### config.mk
export PLATFORM = sky130hd
export DESIGN_NAME = serial_borrow_subtractor_flat
export DESIGN_NICKNAME = d
export VERILOG_FILES = /design/src/rtl/serial_borrow_subtractor_if.sv /design/src/rtl/serial_borrow_subtractor.sv /design/src/flat_wrapper.sv
export SDC_FILE = /design/constraint.sdc
export NUM_CORES = 1
export LEC_CHECK = 0
export CAP_MARGIN = 15
export CORE_MARGIN = 3
export CORE_UTILIZATION = 51
export CTS_CLUSTER_SIZE = 20
export DETAILED_ROUTE_END_ITERATION = 8
export PLACE_DENSITY_LB_ADDON = 0.15
export SYNTH_ARGS = -nofsm -noshare
export SYNTH_HDL_FRONTEND = slang
export SYNTH_SLANG_ARGS = --single-unit
### constraint.sdc
create_clock -name clk -period 1.93 [get_ports clk]
set_input_delay 0.4825 -clock clk [delete_from_list [all_inputs] [get_ports clk]]
set_output_delay 0.4825 -clock clk [all_outputs]
set_load 0.05 [all_outputs]
### src/rtl/serial_borrow_subtractor_if.sv
// rtl/serial_borrow_subtractor_if.sv - operand/result handshake bundle for serial_borrow_subtractor
// Ports (interface members):
//   in_valid / in_ready          - operand handshake
//   X, Y, B0                     - minuend, subtrahend, borrow in
//   out_valid / out_ready        - result handshake
//   difference, borrow_out, zero - result fields
// Modports: master drives operands and consumes results, slave is the subtractor.
interface serial_borrow_subtractor_if #(
   parameter int WIDTH = 8
);
   logic             in_valid;
   logic             in_ready;
   logic [WIDTH-1:0] X;
   logic [WIDTH-1:0] Y;
   logic             B0;
   logic             out_valid;
   logic             out_ready;
   logic [WIDTH-1:0] difference;
   logic             borrow_out;
   logic             zero;

   modport master (
      output in_valid, X, Y, B0, out_ready,
      input  in_ready, out_valid, difference, borrow_out, zero
   );

   modport slave (
      input  in_valid, X, Y, B0, out_ready,
      output in_ready, out_valid, difference, borrow_out, zero
   );
endinterface

### src/rtl/serial_borrow_subtractor.sv
// rtl/serial_borrow_subtractor.sv - bit-serial X - Y - B0 subtractor, LSB first, behind valid/ready
// Optional macro: SERIAL_SUB_SATURATE_EN clamps an underflowing result to zero (borrow_out stays 1).
// Ports:
//   clk - rising-edge clock
//   rst - asynchronous active-high reset
//   bus - serial_borrow_subtractor_if.slave
//         in_valid/in_ready/X/Y/B0 operand request, accepted only in IDLE
//         out_valid/out_ready/difference/borrow_out/zero result, held until taken
module serial_borrow_subtractor #(
   parameter int WIDTH = 8
) (
   input logic                       clk,
   input logic                       rst,
   serial_borrow_subtractor_if.slave bus
);

   localparam int CNT_W = $clog2(WIDTH);
   localparam logic [CNT_W-1:0] CNT_LAST = CNT_W'(WIDTH - 1);

   typedef enum logic [1:0] {
      IDLE = 2'd0,
      RUN  = 2'd1,
      DONE = 2'd2
   } state_t;

   state_t           state;
   logic [WIDTH-1:0] x_sh;
   logic [WIDTH-1:0] y_sh;
   logic [WIDTH-1:0] res_sh;
   logic             borrow;
   logic [CNT_W-1:0] cnt;

   logic             in_ready_r;
   logic             out_valid_r;
   logic [WIDTH-1:0] difference_r;
   logic             borrow_out_r;
   logic             zero_r;

   // One full-subtractor cell; operand bits are always taken from position 0
   // because both operand registers shift right once per RUN cycle.
   logic             x_bit;
   logic             y_bit;
   logic             d_bit;
   logic             b_next;
   logic [WIDTH-1:0] res_next;
   logic [WIDTH-1:0] final_diff;
   logic             final_zero;

   assign x_bit  = x_sh[0];
   assign y_bit  = y_sh[0];
   assign d_bit  = x_bit ^ y_bit ^ borrow;
   assign b_next = (~x_bit & y_bit) | (~(x_bit ^ y_bit) & borrow);

   // Result enters at the MSB; after WIDTH shifts the first bit lands in bit 0.
   assign res_next = {d_bit, res_sh[WIDTH-1:1]};

`ifdef SERIAL_SUB_SATURATE_EN
   assign final_diff = b_next ? '0 : res_next;
`else
   assign final_diff = res_next;
`endif

   assign final_zero = (final_diff == '0);

   always_ff @(posedge clk or posedge rst) begin
      if (rst) begin
         state        <= IDLE;
         x_sh         <= '0;
         y_sh         <= '0;
         res_sh       <= '0;
         borrow       <= 1'b0;
         cnt          <= '0;
         in_ready_r   <= 1'b1;
         out_valid_r  <= 1'b0;
         difference_r <= '0;
         borrow_out_r <= 1'b0;
         zero_r       <= 1'b0;
      end else begin
         case (state)
            IDLE: begin
               if (bus.in_valid) begin
                  x_sh       <= bus.X;
                  y_sh       <= bus.Y;
                  borrow     <= bus.B0;
                  cnt        <= '0;
                  in_ready_r <= 1'b0;
                  state      <= RUN;
               end
            end

            RUN: begin
               x_sh   <= x_sh >> 1;
               y_sh   <= y_sh >> 1;
               res_sh <= res_next;
               borrow <= b_next;
               if (cnt == CNT_LAST) begin
                  // Result registers are only written here, so a reset
                  // mid-RUN can never expose a partial result.
                  cnt          <= '0;
                  difference_r <= final_diff;
                  borrow_out_r <= b_next;
                  zero_r       <= final_zero;
                  out_valid_r  <= 1'b1;
                  state        <= DONE;
               end else begin
                  cnt <= cnt + 1'b1;
               end
            end

            DONE: begin
               if (bus.out_ready) begin
                  out_valid_r <= 1'b0;
                  in_ready_r  <= 1'b1;
                  state       <= IDLE;
               end
            end

            default: begin
               in_ready_r  <= 1'b1;
               out_valid_r <= 1'b0;
               state       <= IDLE;
            end
         endcase
      end
   end

   assign bus.in_ready   = in_ready_r;
   assign bus.out_valid  = out_valid_r;
   assign bus.difference = difference_r;
   assign bus.borrow_out = borrow_out_r;
   assign bus.zero       = zero_r;

endmodule

### src/flat_wrapper.sv
// flat-port wrapper written by rule: the top's interface ports become plain ports
module serial_borrow_subtractor_flat 
#(
   parameter int WIDTH = 8
)
  (clk, rst, bus_in_valid, bus_X, bus_Y, bus_B0, bus_out_ready, bus_in_ready, bus_out_valid, bus_difference, bus_borrow_out, bus_zero);
  serial_borrow_subtractor_if #(.WIDTH(WIDTH)) bus_i ();
  input logic clk;
  input logic rst;
  input wire logic [$bits(bus_i.in_valid)-1:0] bus_in_valid;
  input wire logic [$bits(bus_i.X)-1:0] bus_X;
  input wire logic [$bits(bus_i.Y)-1:0] bus_Y;
  input wire logic [$bits(bus_i.B0)-1:0] bus_B0;
  input wire logic [$bits(bus_i.out_ready)-1:0] bus_out_ready;
  output wire logic [$bits(bus_i.in_ready)-1:0] bus_in_ready;
  output wire logic [$bits(bus_i.out_valid)-1:0] bus_out_valid;
  output wire logic [$bits(bus_i.difference)-1:0] bus_difference;
  output wire logic [$bits(bus_i.borrow_out)-1:0] bus_borrow_out;
  output wire logic [$bits(bus_i.zero)-1:0] bus_zero;
  assign bus_i.in_valid = bus_in_valid;
  assign bus_i.X = bus_X;
  assign bus_i.Y = bus_Y;
  assign bus_i.B0 = bus_B0;
  assign bus_i.out_ready = bus_out_ready;
  assign bus_in_ready = bus_i.in_ready;
  assign bus_out_valid = bus_i.out_valid;
  assign bus_difference = bus_i.difference;
  assign bus_borrow_out = bus_i.borrow_out;
  assign bus_zero = bus_i.zero;
  serial_borrow_subtractor #(.WIDTH(WIDTH)) u_core (.clk(clk), .rst(rst), .bus(bus_i));
endmodule
==> impl_metrics.csv, run 1 <==
group,metric,value,unit
outcome,status,"finished clean",
synth,async_flop_share,1.00,
route,drtPass1Iterations,4,
timing,slew_headroom,0.655,
route,dr_total_vias,1297,
cts,clkTransAtPathRegs,0.11,ns
cts,hold_buffers,0,
worst_setup_path,cpPeakStageDelay,0.42,ns
timing,hold_viol_final,0,
timing,finalCritPeriodShare,0.833,
synth,synth_area_leaders,"dfrtp_1 (57%), mux2_1 (5.8%), o21ai_0 (5.7%)",
synth,synth_top_cell_area_share,0.568,
worst_setup_path,cp_slowest_cell,"dfrtp_1",
synth,ys_types,26,
route,ant_nets,0,
route,drt_wl_total,3.55,mm
floorplan,fp.dieW,64.8,um
global_route,track_usage,0.196,
global_route,grt_max_degree,42,
cts,clock_latency,0.35,ns
synth,yosysMostFrequentCell,"dfrtp_1",
worst_setup_path,worstSetupStartpointType,"flop",
pwr,p_int,2.00,mW
timing,fmax,0.622,GHz
global_route,grt_pass1_wl,6.31,mm
cts,post_cts_resized,0,
global_route,grt_pass1_vias,1356,
timing,tightestPinTransition,0.518,ns
worst_setup_path,worstSetupPathType,"flop to flop",
cts,numClockSinks,41,
worst_setup_path,cp_data_arrival_time,1.85,ns
cts,postCtsSetupRepairBufs,0,
final_layout,area_delta_synth_final,24.5,%
cts,cts_buffers,5,
cts,tritoncts,"yes",
cts,cts_root_buf,"clkbuf_4",
floorplan,start_util,0.554,
floorplan,ios,33,
timing,fin_tns_setup,0,ns
worst_setup_path,cp_max_fo,13,
global_route,overflow,0,
timing,skew,0.00247,ns
route,drt_iter0_drc,55,
synth,yosysTopAreaCell,"dfrtp_1",
pwr,power_density,1560,nW/um^2
synth,synth_common_cells,"dfrtp_1 (40), nand2_1 (21), o21ai_0 (20)",
hold_path,min_path_type,"input port to asynchronous set/reset pin",
pwr,p_sw,1.41,mW
place,place_congestion,0.735,
pwr,combPwrFrac,0.456,
synth,ys_ff_latch,41,
job,maxCapViolCount,0,
timing,rsz0062_at_grt,"false",
global_route,antenna_found_initial,0,
synth,syn_area,1760,um^2
pwr,p_leak,0.986,nW
place,dp_hpwl,2.51,mm
synth,syn_nets,180,
final_layout,antennaDiodeCount,0,
final_layout,drive_above_1_share,0.176,
final_layout,fillers,255,
floorplan,die-area,4200,um^2
floorplan,die_h,64.8,um
pwr,vdd_drop_max,0.00106,V
timing,holdWs,0.476,ns
synth,netlist_instances,156,
floorplan,core_area,3180,um^2
synth,synth_edf_count,0,
cts,cts_max_level,2,
floorplan,rows,20,
pwr,switching_share,0.415,
place,place_area,2150,um^2
timing,finalSetupViolCount,0,
final_layout,fin_area,2190,um^2
worst_setup_path,worstPathRequired,2.18,ns
timing,slew_viol_final,0,
synth,ys.flop_type,"dfrtp_1",
synth,yosysSeqAreaShare,0.583,
route,drc,0,
route,wl_per_cell,15.0,um
pwr,seqPwrFrac,0.428,
place,port_buffers,32,
route,routed_via_density,5.47,
synth,avgSynthCellArea,11.3,um^2
cts,clock_path_buffers,2,
final_layout,finalNetCount,218,
worst_setup_path,crit_top_cell,"ha_1",
worst_setup_path,crit_chain,"ha_1 -> ha_1 -> nand3b_1 -> buf_4 -> mux2_2",
timing,finalCriticalPeriod,1.61,ns
pwr,p_clk_frac,0.116,
synth,yosys_warnings,0,
worst_setup_path,end_kind,"flop",
[logic make-up after synthesis]
logic type	synth area share
buffers and inverters	0.0362
muxes	0.0959
DFF	0.583
and+or+nand+nor	0.0916
AOI/OAI and AO/OA	0.168
adders and majority gates	0.0256
[power by group through the flow]
stage	sequential [mW]	combinational [mW]	clock [mW]
after floorplan	1.78	0.752	0
after global routing	1.51	1.70	0.448
after global placement	1.45	1.52	0
final	1.46	1.56	0.395
after detailed placement	1.48	1.57	0
after CTS	1.46	1.57	0.400
[per-stage QoR]
| step | setup WS, ns | power, mW | util | instances |
|---|---|---|---|---|
| finish | 0.323 | 3.41 | 0.690 | 237 |
| global placement | 0.0949 | 2.97 | 0.677 | 231 |
| global route | 0.236 | 3.66 | 0.690 | 237 |
| floorplan | 0.363 | 2.54 | - | 156 |
| CTS | 0.319 | 3.44 | 0.690 | 237 |
| detailed placement | 0.0165 | 3.05 | 0.677 | 231 |
[area by class of cell]
type                       count  area (um^2)  area share
sequential                    41         1030       0.468
multi-input combinational    100          671       0.306
timing repair buffer          40          375       0.171
tap                           44         55.1      0.0251
clock buffer                   5         37.5      0.0171
inverter                       6         22.5      0.0103
clock inverter                 1         5.00     0.00228
[path summary, 6_finish.rpt]
path                            depth (start not counted)  slack [ns]      startpoint                  endpoint
worst min register to register                          2        0.49  u_core.x_sh[5]            u_core.x_sh[5]
min in group clk                                        2        0.49  u_core.x_sh[5]            u_core.x_sh[5]
worst max register to register                          5        0.32   u_core.cnt[0]  u_core.bus.difference[3]
worst min-delay path                                    3        0.48             rst  u_core.bus.difference[1]
max in group asynchronous                               3        1.19             rst       u_core.bus.in_ready
worst max-delay path                                    5        0.32   u_core.cnt[0]  u_core.bus.difference[3]
[critical path: cells and delay by family (launching register included)]
kind	cells	cell delay [ns]
buffers and inverters	1	0.20
adder cells (fa/ha/maj)	2	0.43
multiplexers	1	0.35
AND/OR/NAND/NOR	1	0.10
flip-flops	1	0.42
[per-layer routing]
metal | part of all wire | vias up | track usage
met5 | 0 | - | 0
met4 | 0.013 | 0 | 0.0633
met3 | 0.065 | 6 | 0.0676
met2 | 0.45 | 41 | 0.294
met1 | 0.47 | 629 | 0.268
li1 | - | 621 | -
[sequential cells by signal (all words and copies together) (netlist names)]
| register | flops |
|---|---|
| u_core.bus.borrow_out | 1 |
| u_core.bus.in_ready | 1 |
| u_core.x_sh | 8 |
| u_core.y_sh | 8 |
| u_core.state | 2 |
| u_core.cnt | 3 |
| u_core.borrow | 1 |
| u_core.res_sh | 7 |
| u_core.bus.out_valid | 1 |
| u_core.bus.difference | 8 |
| u_core.bus.zero | 1 |
[cell usage in the layout, fill, tap and decap left out]
master           Yosys  layout
dfrtp_1             40      40
nand2_1             21      21
o21ai_0             20      20
clkdlybuf4s50_1      0      20
buf_4                0      18
a22oi_1             13      13
mux2_1               9       9
inv_1                6       6
mux2_2               6       6
nor2b_1              5       5
a21oi_1              5       5
clkbuf_4             0       5
nor2_1               3       3
a22o_1               2       2
and2_1               2       2
a31oi_1              2       2
nor4_1               2       2
ha_1                 2       2
buf_12               0       2
o21bai_2             1       1
and2b_1              1       1
nand3b_1             1       1
o21ai_1              1       1
a2bb2oi_1            1       1
a32o_1               1       1
o21a_1               1       1
fa_1                 1       1
clkinv_2             0       1
dfstp_2              1       1
No activity file was read; power rests on OpenSTA's default activity.
==> inputs of run 2 (changes only) <==
==> constraint.sdc (replaced) <==
create_clock -name clk -period 1.5 [get_ports clk]
set_input_delay 0.375 -clock clk [delete_from_list [all_inputs] [get_ports clk]]
set_output_delay 0.375 -clock clk [all_outputs]
set_load 0.05 [all_outputs]
==> impl_metrics.csv, run 2 (synthesized netlist as in run 1, its figures left out) <==
group,metric,value,unit
cts,tritoncts,"yes",
floorplan,core_area,3180,um^2
place,place_congestion,0.763,
cts,clock_path_buffers,2,
hold_path,min_path_type,"input port to asynchronous set/reset pin",
global_route,antenna_found_initial,0,
worst_setup_path,crit_start,"u_core.cnt[0]",
job,maxCapViolCount,0,
global_route,track_usage,0.199,
timing,slew_headroom,0.734,
timing,skew,0.00900,ns
timing,rsz0062_at_grt,"true",
pwr,switching_share,0.377,
floorplan,die_h,64.8,um
route,drt_iter0_drc,102,
cts,cts_buffers,5,
floorplan,rows,20,
timing,tightestPinTransition,0.398,ns
pwr,combPwrFrac,0.477,
final_layout,drive_above_1_share,0.249,
pwr,p_sw,1.96,mW
worst_setup_path,crit_chain,"ha_1 -> ha_2 -> nand3b_1 -> buf_12 -> mux2_2",
global_route,grt_max_degree,42,
global_route,grt_pass1_wl,6.33,mm
final_layout,final_cell_mix,"dfrtp_1 (40), nand2_1 (21), clkdlybuf4s50_1 (20), o21ai_0 (19), buf_4 (16)",
place,port_buffers,32,
timing,fin_ws,0.0434,ns
cts,clock_latency,0.34,ns
route,ant_nets,0,
route,drc,0,
timing,holdWs,0.370,ns
floorplan,start_util,0.554,
worst_setup_path,worstPathRequired,1.74,ns
pwr,vdd_drop_max,0.00158,V
pwr,p_leak,1.10,nW
timing,fin_tns_setup,0,ns
timing,fmax,0.687,GHz
final_layout,fin_area,2480,um^2
worst_setup_path,end_kind,"flop",
worst_setup_path,cpPeakStageDelay,0.39,ns
place,place_area,2360,um^2
pwr,power_density,2090,nW/um^2
place,place_worst_setup_slack,-0.238,ns
timing,slew_viol_final,0,
cts,hold_buffers,0,
cts,cts_max_level,2,
route,dr_total_vias,1347,
route,routed_via_density,5.41,
worst_setup_path,worstSetupPathType,"flop to flop",
final_layout,antennaDiodeCount,0,
floorplan,die-area,4200,um^2
final_layout,layout_commonest_cell,"dfrtp_1",
pwr,seqPwrFrac,0.380,
worst_setup_path,cp_slowest_cell,"dfrtp_1",
cts,numClockSinks,41,
timing,finalSetupViolCount,0,
final_layout,area_delta_synth_final,41.0,%
floorplan,fp.dieW,64.8,um
cts,cts_root_buf,"clkbuf_4",
final_layout,finalNetCount,228,
worst_setup_path,worstSetupStartpointType,"flop",
pwr,p_total,5.19,mW
floorplan,ios,33,
worst_setup_path,cp_data_arrival_time,1.70,ns
outcome,status,"finished clean",
cts,clkTransAtPathRegs,0.11,ns
worst_setup_path,cp_max_fo,11,
route,drt_wl_total,3.77,mm
pwr,p_int,3.23,mW
route,wl_per_cell,15.1,um
route,drtPass1Iterations,4,
timing,finalCriticalPeriod,1.46,ns
place,dp.cells,238,
global_route,grt_pass1_vias,1371,
final_layout,post_layout_nonfiller_instances,249,
final_layout,fillers,214,
worst_setup_path,reg2reg_from,"u_core.cnt[0]",
final_layout,utilization,0.781,
pwr,p_clk_frac,0.143,
global_route,overflow,0,
timing,hold_viol_final,0,
timing,finalCritPeriodShare,0.971,
place,dp_hpwl,2.65,mm
-- run 2: final cells by class --
class	count	area, um^2	area share
clock inverter	1	30.0	0.0121
multi-input combinational	100	693	0.279
clock buffer	7	55.1	0.0222
tap	44	55.1	0.0222
inverter	6	22.5	0.00907
sequential	41	1030	0.414
timing repair buffer	50	601	0.242
-- run 2: routing by layer --
metal / up-vias / wire length (um) / GRT usage
met3: 2 / 271 / 0.0555
met2: 40 / 1850 / 0.317
li1: 646 / - / -
met1: 659 / 1630 / 0.259
met5: - / 0 / 0
met4: 0 / 19 / 0.0739
-- run 2: worst paths after layout --
| kind | to | slack (ns) | cells after the start |
|---|---|---|---|
| setup / recovery | u_core.bus.difference[7] | 0.04 | 5 |
| hold / removal | u_core.bus.difference[3] | 0.37 | 3 |
| setup reg to reg | u_core.bus.difference[7] | 0.04 | 5 |
| hold reg to reg | u_core.x_sh[6] | 0.49 | 2 |
| max in group asynchronous | u_core.bus.in_ready | 0.86 | 3 |
| min in group clk | u_core.x_sh[6] | 0.49 | 2 |
-- run 2: power by group through the flow --
stage / logic (mW) / clock network [mW] / registers (mW)
final: 2.48 / 0.740 / 1.97
after global routing: 2.68 / 0.816 / 2.03
after CTS: 2.43 / 0.747 / 1.96
after detailed placement: 2.39 / 0 / 1.98
after global placement: 2.32 / 0 / 1.95
after floorplan: 0.976 / 0 / 2.30
-- run 2: worst max-delay path: cells and delay by family (launching register included) --
family	cells	cell delay (ns)
AND/OR/NAND/NOR	1	0.12
multiplexers	1	0.33
flip-flops	1	0.39
buffers and inverters	1	0.14
adder cells (fa/ha/maj)	2	0.37
-- run 2: what timing repair did --
action,CTS,global route
pin swaps,0,1
buffers inserted,0,3
endpoints found under the setup margin,1,24
gates resized for setup,1,6
